<file path="src/rtl/lag_pkg.sv">
// lag_pkg: shared lag types, FSM states and the 36-bit lagsin conduit layout
package lag_pkg;
  localparam int LAG_W = 12;
  typedef struct packed {
    logic [LAG_W-1:0] bc;
    logic [LAG_W-1:0] ac;
    logic [LAG_W-1:0] ab;
  } lag_triple_t;
  typedef enum logic [1:0] {IDLE, ACCUM, EMIT} lag_state_t;
  function automatic logic [3*LAG_W-1:0] pack_lags(lag_triple_t t);
    return {t.bc, t.ac, t.ab};
  endfunction
  function automatic lag_triple_t unpack_lags(logic [3*LAG_W-1:0] w);
    return '{bc: w[3*LAG_W-1:2*LAG_W], ac: w[2*LAG_W-1:LAG_W], ab: w[LAG_W-1:0]};
  endfunction
endpackage

</file>
<file path="src/rtl/lag_accum_lane.sv">
// lag_accum_lane: one signed accumulator with load, add, clear and floor-shifted average
module lag_accum_lane #(
  parameter int LAG_W    = 12,
  parameter int LOG2_AVG = 2
) (
  input  logic             clk,
  input  logic             reset_n,
  input  logic             load,
  input  logic             add,
  input  logic             clr,
  input  logic [LAG_W-1:0] din,
  output logic [LAG_W-1:0] avg
);
  localparam int AW = LAG_W + LOG2_AVG;
  logic signed [AW-1:0] acc_q, acc_d, ext, sum;
  // avg reflects the sum including din, so the final add's average is ready the same cycle
  always_comb begin
    ext = {{LOG2_AVG{din[LAG_W-1]}}, din};
    sum = acc_q + ext;
    acc_d = clr ? '0 : load ? ext : add ? sum : acc_q;
    avg = LAG_W'(sum >>> LOG2_AVG);
  end
  always_ff @(posedge clk or negedge reset_n)
    if (!reset_n) acc_q <= '0;
    else acc_q <= acc_d;
endmodule

</file>
<file path="src/rtl/lag_averager.sv">
// lag_averager: averages 2^LOG2_AVG lag triples for the lag peripheral.
// Define LAG_AVG_OUTLIER_REJECT_EN to reject triples with any |lag| > MAX_LAG.
module lag_averager
  import lag_pkg::*;
#(
  parameter int LOG2_AVG    = 2,
  parameter int MAX_LAG     = 40,
  parameter int TIMEOUT_CYC = 1_000_000
) (
  input  logic               clk,
  input  logic               reset_n,
  input  logic               clear,
  input  logic               lag_in_valid,
  input  logic [LAG_W-1:0]   lag_in_ab,
  input  logic [LAG_W-1:0]   lag_in_ac,
  input  logic [LAG_W-1:0]   lag_in_bc,
  output logic [3*LAG_W-1:0] lagsout,
  output logic               lagsout_valid,
  output logic               timeout_pulse,
  output logic [7:0]         drop_count
);
  localparam int N  = 1 << LOG2_AVG;
  localparam int CW = LOG2_AVG + 1;
  localparam int IW = $clog2(TIMEOUT_CYC + 1);
  if (LOG2_AVG < 1 || LOG2_AVG > 6 || MAX_LAG < 1) begin : g_bad_params
    $error("lag_averager: illegal LOG2_AVG or MAX_LAG");
  end
  lag_state_t state_q, state_d;
  logic [CW-1:0] cnt_q, cnt_d;
  logic [IW-1:0] idle_q, idle_d;
  logic [3*LAG_W-1:0] lags_q, lags_d;
  logic valid_q, valid_d, tmo_q, tmo_d, ok, acc, load, add, clr;
  logic [LAG_W-1:0] din [3];
  logic [LAG_W-1:0] avg [3];
  assign din = '{lag_in_ab, lag_in_ac, lag_in_bc};
  for (genvar i = 0; i < 3; i++) begin : g_lane
    lag_accum_lane #(.LAG_W(LAG_W), .LOG2_AVG(LOG2_AVG)) u_lane (
      .clk(clk), .reset_n(reset_n), .load(load), .add(add), .clr(clr),
      .din(din[i]), .avg(avg[i])
    );
  end
`ifdef LAG_AVG_OUTLIER_REJECT_EN
  localparam logic signed [LAG_W-1:0] LIM = LAG_W'(MAX_LAG);
  logic [7:0] drop_q, drop_d;
  always_comb begin
    ok = 1'b1;
    for (int k = 0; k < 3; k++) ok = ok && $signed(din[k]) <= LIM && $signed(din[k]) >= -LIM;
    drop_d = (lag_in_valid && !clear && !ok && drop_q != 8'hFF) ? drop_q + 8'd1 : drop_q;
  end
  always_ff @(posedge clk or negedge reset_n)
    if (!reset_n) drop_q <= '0;
    else drop_q <= drop_d;
  assign drop_count = drop_q;
`else
  assign ok = 1'b1;
  assign drop_count = '0;
`endif
  assign acc = lag_in_valid && !clear && ok;
  always_comb begin
    state_d = state_q;
    cnt_d = cnt_q;
    idle_d = idle_q;
    lags_d = lags_q;
    valid_d = 1'b0;
    tmo_d = 1'b0;
    load = 1'b0;
    add = 1'b0;
    clr = 1'b0;
    if (clear) begin
      state_d = IDLE;
      cnt_d = '0;
      idle_d = '0;
      clr = 1'b1;
    end else if (state_q != ACCUM) begin
      load = acc;
      cnt_d = acc ? CW'(1) : '0;
      state_d = acc ? ACCUM : IDLE;
    end else if (acc) begin
      idle_d = '0;
      if (cnt_q == CW'(N - 1)) begin
        lags_d = pack_lags('{bc: avg[2], ac: avg[1], ab: avg[0]});
        valid_d = 1'b1;
        clr = 1'b1;
        cnt_d = '0;
        state_d = EMIT;
      end else begin
        add = 1'b1;
        cnt_d = cnt_q + CW'(1);
      end
    end else if (idle_q == IW'(TIMEOUT_CYC)) begin
      state_d = IDLE;
      cnt_d = '0;
      idle_d = '0;
      clr = 1'b1;
      tmo_d = 1'b1;
    end else begin
      idle_d = idle_q + IW'(1);
    end
  end
  always_ff @(posedge clk or negedge reset_n)
    if (!reset_n) begin
      state_q <= IDLE;
      cnt_q <= '0;
      idle_q <= '0;
      lags_q <= '0;
      valid_q <= 1'b0;
      tmo_q <= 1'b0;
    end else begin
      state_q <= state_d;
      cnt_q <= cnt_d;
      idle_q <= idle_d;
      lags_q <= lags_d;
      valid_q <= valid_d;
      tmo_q <= tmo_d;
    end
  assign lagsout = lags_q;
  assign lagsout_valid = valid_q;
  assign timeout_pulse = tmo_q;
endmodule

</file>
<file path="config.mk">
export PLATFORM = sky130hd
export DESIGN_NAME = lag_averager
export DESIGN_NICKNAME = d
export VERILOG_FILES = /design/src/rtl/lag_pkg.sv /design/src/rtl/lag_accum_lane.sv /design/src/rtl/lag_averager.sv
export SDC_FILE = /design/constraint.sdc
export NUM_CORES = 1
export LEC_CHECK = 0
export CAP_MARGIN = 20
export CORE_AREA = 2 2 102 129
export CTS_CLUSTER_DIAMETER = 100
export DETAILED_ROUTE_END_ITERATION = 8
export DIE_AREA = 0 0 104 131
export PLACE_DENSITY = 0.8
export SLEW_MARGIN = 20
export SYNTH_ARGS = -nofsm -noshare
export SYNTH_HDL_FRONTEND = slang
export SYNTH_HIERARCHICAL = 1
export SYNTH_SLANG_ARGS = --single-unit
</file>
<file path="constraint.sdc">
create_clock -name clk -period 3.15 [get_ports clk]
set_input_delay 0.63 -clock clk [delete_from_list [all_inputs] [get_ports clk]]
set_output_delay 0.63 -clock clk [all_outputs]
set_load 0.02 [all_outputs]
</file>
==> results of run 1 <==
[cell families after synthesis]
logic type	count (synthesis)
fa+ha+maj	45
other cells	1
buf+inv	73
xor+xnor	30
flops	105
compound gates	206
mux	54
simple gates	222
[cells in the mapped netlist, drive strengths merged, types with 7 or more instances]
library cell,number,area share (%)
or3,16,1.4
a221o,9,1.3
nor2,52,2.8
nor4,13,1.6
ha,42,7.6
nor3,8,0.74
a21o,7,0.76
mux2,36,5.8
nand3,29,2.1
dfrtp,105,38
nor2b,9,1.1
a31oi,22,2.0
mux2i,18,2.6
o21ai,35,2.5
a21oi,52,3.7
o31a,9,1.1
clkbuf,26,1.4
and3,12,1.2
buf,15,1.3
xor2,9,1.1
a211oi,15,1.6
nor4b,7,0.88
inv,32,1.7
o21a,15,1.6
nor3b,8,0.86
nand2,49,2.6
xnor2,21,2.6
[report_power, final]
| group | internal, W | switching (W) | leakage, nW |
|---|---|---|---|
| registers | 0.00139 | 0.0000276 | 1.44 |
| clock network | 0.000613 | 0.000508 | 0.139 |
| logic | 0.000320 | 0.000432 | 2.14 |
[flip-flops by register name, indices dropped and copies added (netlist names)]
register             cells
state_q                  2
timeout_pulse            1
g_lane.u_lane/acc_q     42
lagsout_valid            1
cnt_q                    3
lagsout                 36
idle_q                  20
[placed cells by master (no fill, tap or decap), types with 10 or more instances in the layout]
| master | count |
|---|---|
| a211oi_1 | 15 |
| a21oi_1 | 52 |
| a31oi_1 | 22 |
| and3_1 | 10 |
| buf_4 | 26 |
| clkdlybuf4s50_1 | 76 |
| dfrtp_1 | 105 |
| ha_1 | 42 |
| inv_1 | 32 |
| mux2_2 | 36 |
| mux2i_1 | 18 |
| nand2_1 | 49 |
| nand3_1 | 29 |
| nor2_1 | 52 |
| nor4_1 | 11 |
| o21a_1 | 15 |
| o21ai_0 | 35 |
| or3_1 | 16 |
| xnor2_1 | 21 |
[path summary, 6_finish.rpt]
path,end,from,cells after the start,slack [ns]
max,g_lane[2].u_lane/acc_q[10],lag_in_bc[0],10,0.33
min,g_lane[2].u_lane/acc_q[5],reset_n,2,0.35
max reg2reg,g_lane[1].u_lane/acc_q[13],idle_q[3],9,0.36
min reg2reg,lagsout[10],lagsout[10],1,0.51
max in group asynchronous,idle_q[10],reset_n,2,2.39
min in group clk,lagsout[10],lagsout[10],1,0.51
[layout make-up]
cell class,instances,area share [%]
multi-input cells,565,48.7
flip-flops and latches,105,31.6
repair buffers,105,12.2
clock buffers,10,2.76
well taps,168,2.53
inverters,32,1.45
clock inverters,5,0.678
[critical path, delay by kind of cell]
kind	cells	cell delay [ns]
compound gates	4	1.24
fa+ha+maj	2	0.48
buf+inv	2	0.51
simple gates	2	0.19
[per-stage QoR]
step | total power, W | cells
finish | 0.00330 | 990
floorplan | 0.00194 | 743
detailed placement | 0.00219 | 975
CTS | 0.00331 | 990
global route | 0.00346 | 990
global placement | 0.00215 | 975
[metal layers]
metal | global-route usage (%) | wire length, µm
met5 | 0 | 0
met4 | 13.9 | 570
met3 | 3.82 | 741
met2 | 47.3 | 8900
met1 | 30.2 | 7040
==> run metrics, run 1 <==
gpl congestion=0.910; main combinational cell family by area after synthesis=compound AO/OA/AOI/OAI gates; DRC=0; pre-CTS setup slack=0.0545 ns; first-pass GRT wire length=29,100 µm; clock transition at the registers of the reported paths=0.07 ns; Post-CTS Hold Buffers=0; Cells after Synth=736; Register Area=2630 µm²; post-synthesis compound-gate area fraction=19.8%; Starting Density=55.9%; I/O pin count=86; Critical Path RT=3.38 ns; routed length per instance=17.4 µm; CP max stage cell=clkdlybuf4s50_1; Top FF cell, synth=dfrtp_1; H-tree levels=3; Worst-Margin Slew=0.623 ns; async set-reset flop share out of synthesis=100%; Setup crit start kind=input pin; final core utilization=66.8%; post-route ant nets=0; antenna violations before repair=0; root buffer cell=clkbuf_16; drt pass-1 iters=5; adder-cell share of the synthesized area=8.43%; initial DRC count=329; DRT Wirelength=17,300 µm; GR Overflow Total=0; status=finished, final reports clean; CP Max Fanout=4; worst path arrival time=3.05 ns; Core ar.=12,400 µm²; Synth Warn #=6; post-synthesis sequential area ratio=37.8%; IO buf count=77; Setup TNS Final=0 ns; GRT Overall Usage=26.1%; Final Instance Area=8300 µm²; PD cells=397 nW/µm²; fin crit share=89.6%; Cell Rows=46; diode count=0; multi-input logic area=4040 µm²; Post-synth EDFFs=0; dpl cell area=8020 µm²; Die Wd=104 µm; Rel. slew slack=58.0%; height of the chip=131 µm; max-slew violations=0; TritonCTS buffer count=9; area grow syn2layout=19.5%; Via density=6.17; postcts setup bufs=0; Cell variety after synth=56; critical path's largest stage delay=0.44 ns; CTS tree=yes; clk sinks=105; clk_lat worst skew=0.35 ns; Hold Crit Class=in -> async; vias in the first global route=6,294; fillers=1,000; post-synthesis simple-gate area fraction=17.3%; crit path capture type=register; hpwl dp=12,300 µm; vias post-DR=6,111; Yosys reg bits=105; clk_skew=0.00694 ns; Clock Path Buffers=2; # nets final=903; Hold Fails Final Rpt=0; VDD IR max=227 µV; DIE AREA=13,600 µm²; final setup margin=0.326 ns; Tmin final=2.82 ns; share of post-route cells with drive strength above 1=11.1%; fmax=354 MHz; mux share of post-synthesis cell area=8.43%; RSZ-0062 raised after global routing=no; Setup Viol. Count Final=0; WHS=0.348 ns; largest net degree at the start of global routing=106; WS Path Type=in -> reg; Post-CTS Resized=0; Leak=3.72 nW; worst path cell trace=clkdlybuf4s50_1 -> ha_1 -> inv_1 -> fa_1 -> nor2b_4 -> o31a_1 -> a21o_1 -> a21boi_0 -> nor4_1 -> a221o_1; post-synthesis xor/xnor area fraction=3.78%; syn avg cell area=9.44 µm²; Cell Area, Synth=6950 µm²; maxcap violations=0
Power figures use the tool's default switching activity.
==> run 2: changes to the inputs <==
- MAX_ROUTING_LAYER: unset -> met4
==> run 2 against run 1 <==
Net effect:
- wire length grew 1.2%
- critical path type unchanged
- flip-flop and latch count unchanged
- largest power group unchanged
- fmax grew 2.4%
- cell area is 0.27% higher
- critical path depth is the same
- clock skew about the same
==> run metrics, run 2 (synthesis results as in run 1) <==
commonest non-fill, non-tap cell in the layout=dfrtp_1; maxcap violations=0 (unchanged); Hold Crit Class=in -> async; Clock Path Buffers=2 (unchanged); fmax=363 MHz (+2.4%); pre-CTS setup slack=0.0439 ns (-0.0106 ns); multi-input logic area=4040 µm² (unchanged); Starting Density=55.9% (unchanged); CP Max Fanout=4 (unchanged); TritonCTS buffer count=9 (unchanged); diode count=0 (unchanged); hpwl dp=12,500 µm (+1.4%); DRC=0 (unchanged); antenna violations before repair=0 (unchanged); Cell Rows=46 (unchanged); fillers=1,020 (+2.0%); Setup crit start kind=input pin; Leak=3.73 nW (+0.27%); GRT Overall Usage=27.4% (+1.3 points); gpl congestion=0.917 (+0.70%); Die Wd=104 µm (unchanged); crit path capture type=register; routed length per instance=17.6 µm (+1.1%); vias post-DR=6,119 (+0.13%); PD cells=403 nW/µm² (+1.5%); Critical Path RT=3.40 ns (+0.02 ns); WS Path Type=in -> reg; I/O pin count=86 (unchanged); clk_lat worst skew=0.36 ns (about the same); Setup Viol. Count Final=0 (unchanged); Rel. slew slack=52.8% (-5.3 points); root buffer cell=clkbuf_16; CTS tree=yes; initial DRC count=313 (-4.9%); clk sinks=105 (unchanged); height of the chip=131 µm (unchanged); IO buf count=77 (unchanged); # nets final=903 (unchanged); GR Overflow Total=0 (unchanged); DIE AREA=13,600 µm² (unchanged); Post-CTS Resized=0 (unchanged); RSZ-0062 raised after global routing=no; Tmin final=2.76 ns (-0.0668 ns); status=finished, final reports clean; H-tree levels=3 (unchanged); first-pass GRT wire length=29,300 µm (+0.83%); max-slew violations=0 (unchanged); Core ar.=12,400 µm² (unchanged); area grow syn2layout=19.8%; Worst-Margin Slew=0.701 ns (+0.0780 ns); worst path arrival time=3.01 ns (-0.04 ns); clk_skew=0.00672 ns (-0.000223 ns); Via density=6.17 (about the same); VDD IR max=302 µV (+33%); most frequent cells in the layout=dfrtp_1 (105), clkdlybuf4s50_1 (76), nor2_1 (52), a21oi_1 (52), nand2_1 (49); final setup margin=0.393 ns (+0.0668 ns); fin crit share=87.5% (-2.1 points); drt pass-1 iters=5 (unchanged); Biggest register=g_lane.u_lane/acc_q; max reg flops=42 (unchanged); Hold Fails Final Rpt=0 (unchanged); vias in the first global route=6,347 (+0.84%); post-route ant nets=0 (unchanged); Post-CTS Hold Buffers=0 (unchanged); # placed instances=975 (unchanged); Register Area=2630 µm² (unchanged); Setup TNS Final=0 ns (unchanged); DRT Wirelength=17,500 µm (+1.2%); largest net degree at the start of global routing=55 (-48%); clock transition at the registers of the reported paths=0.07 ns (about the same); postcts setup bufs=0 (unchanged); share of post-route cells with drive strength above 1=11.2% (+0.11 points); final cell count without fillers=991 (+0.10%)
run 2: cell types whose count changed in the layout (fill, tap and decap cells not counted):
cell / delta
clkbuf_8: +2
clkinv_2: -1
clkinv_4: +1
inv_6: -1
run 2: routing by layer:
| metal | track usage (%) | up-vias | routed length, µm |
|---|---|---|---|
| met5 | - | - | 0 |
| met4 | 11.1 | 0 | 457 |
| met2 | 49.3 | 200 | 9190 |
| li1 | - | 2866 | - |
| met1 | 30.3 | 3010 | 7040 |
| met3 | 4.86 | 43 | 777 |
run 2: per-stage QoR:
stage          utilization [%]  hold slack [ns]  area, µm²  total power (W)
2_1_floorplan                -            0.334       6970          0.00194
3_3_place_gp              64.5            0.492       8020          0.00215
3_5_place_dp              64.5            0.497       8020          0.00218
4_1_cts                   67.0            0.333       8330          0.00337
5_1_grt                   67.0            0.357       8330          0.00351
6_report                  67.0            0.304       8330          0.00335
run 2: area by class of cell:
cell class | instances | area share [%]
multi-input combinational | 565 | 48.6
sequential | 105 | 31.6
timing repair buffer | 105 | 12.2
clock buffer | 12 | 3.08
tap | 168 | 2.52
inverter | 32 | 1.44
clock inverter | 4 | 0.616
run 2: worst max-delay path, stage by stage:
cell             delay [ns]
clkdlybuf4s50_1        0.44
ha_1                   0.23
inv_1                  0.07
fa_1                   0.25
nor2b_4                0.05
o31a_1                 0.29
o21a_1                 0.19
or3_1                  0.34
a311o_1                0.38
o211a_1                0.14
run 2: worst paths after layout:
path,start,to,slack (ns),cells past startpoint
min,reset_n,g_lane[2].u_lane/acc_q[6],0.30,1
min in group clk,lagsout[8],lagsout[8],0.51,1
max,lag_in_bc[0],g_lane[2].u_lane/acc_q[6],0.39,10
min reg2reg,lagsout[8],lagsout[8],0.51,1
max reg2reg,idle_q[3],g_lane[1].u_lane/acc_q[13],0.40,9
max in group asynchronous,reset_n,lagsout[14],2.13,2
run 2: power breakdown:
part           internal (W)  switching (W)
Combinational      0.000319       0.000432
Clock              0.000661       0.000519
Sequential          0.00139      0.0000283
Total               0.00237       0.000979
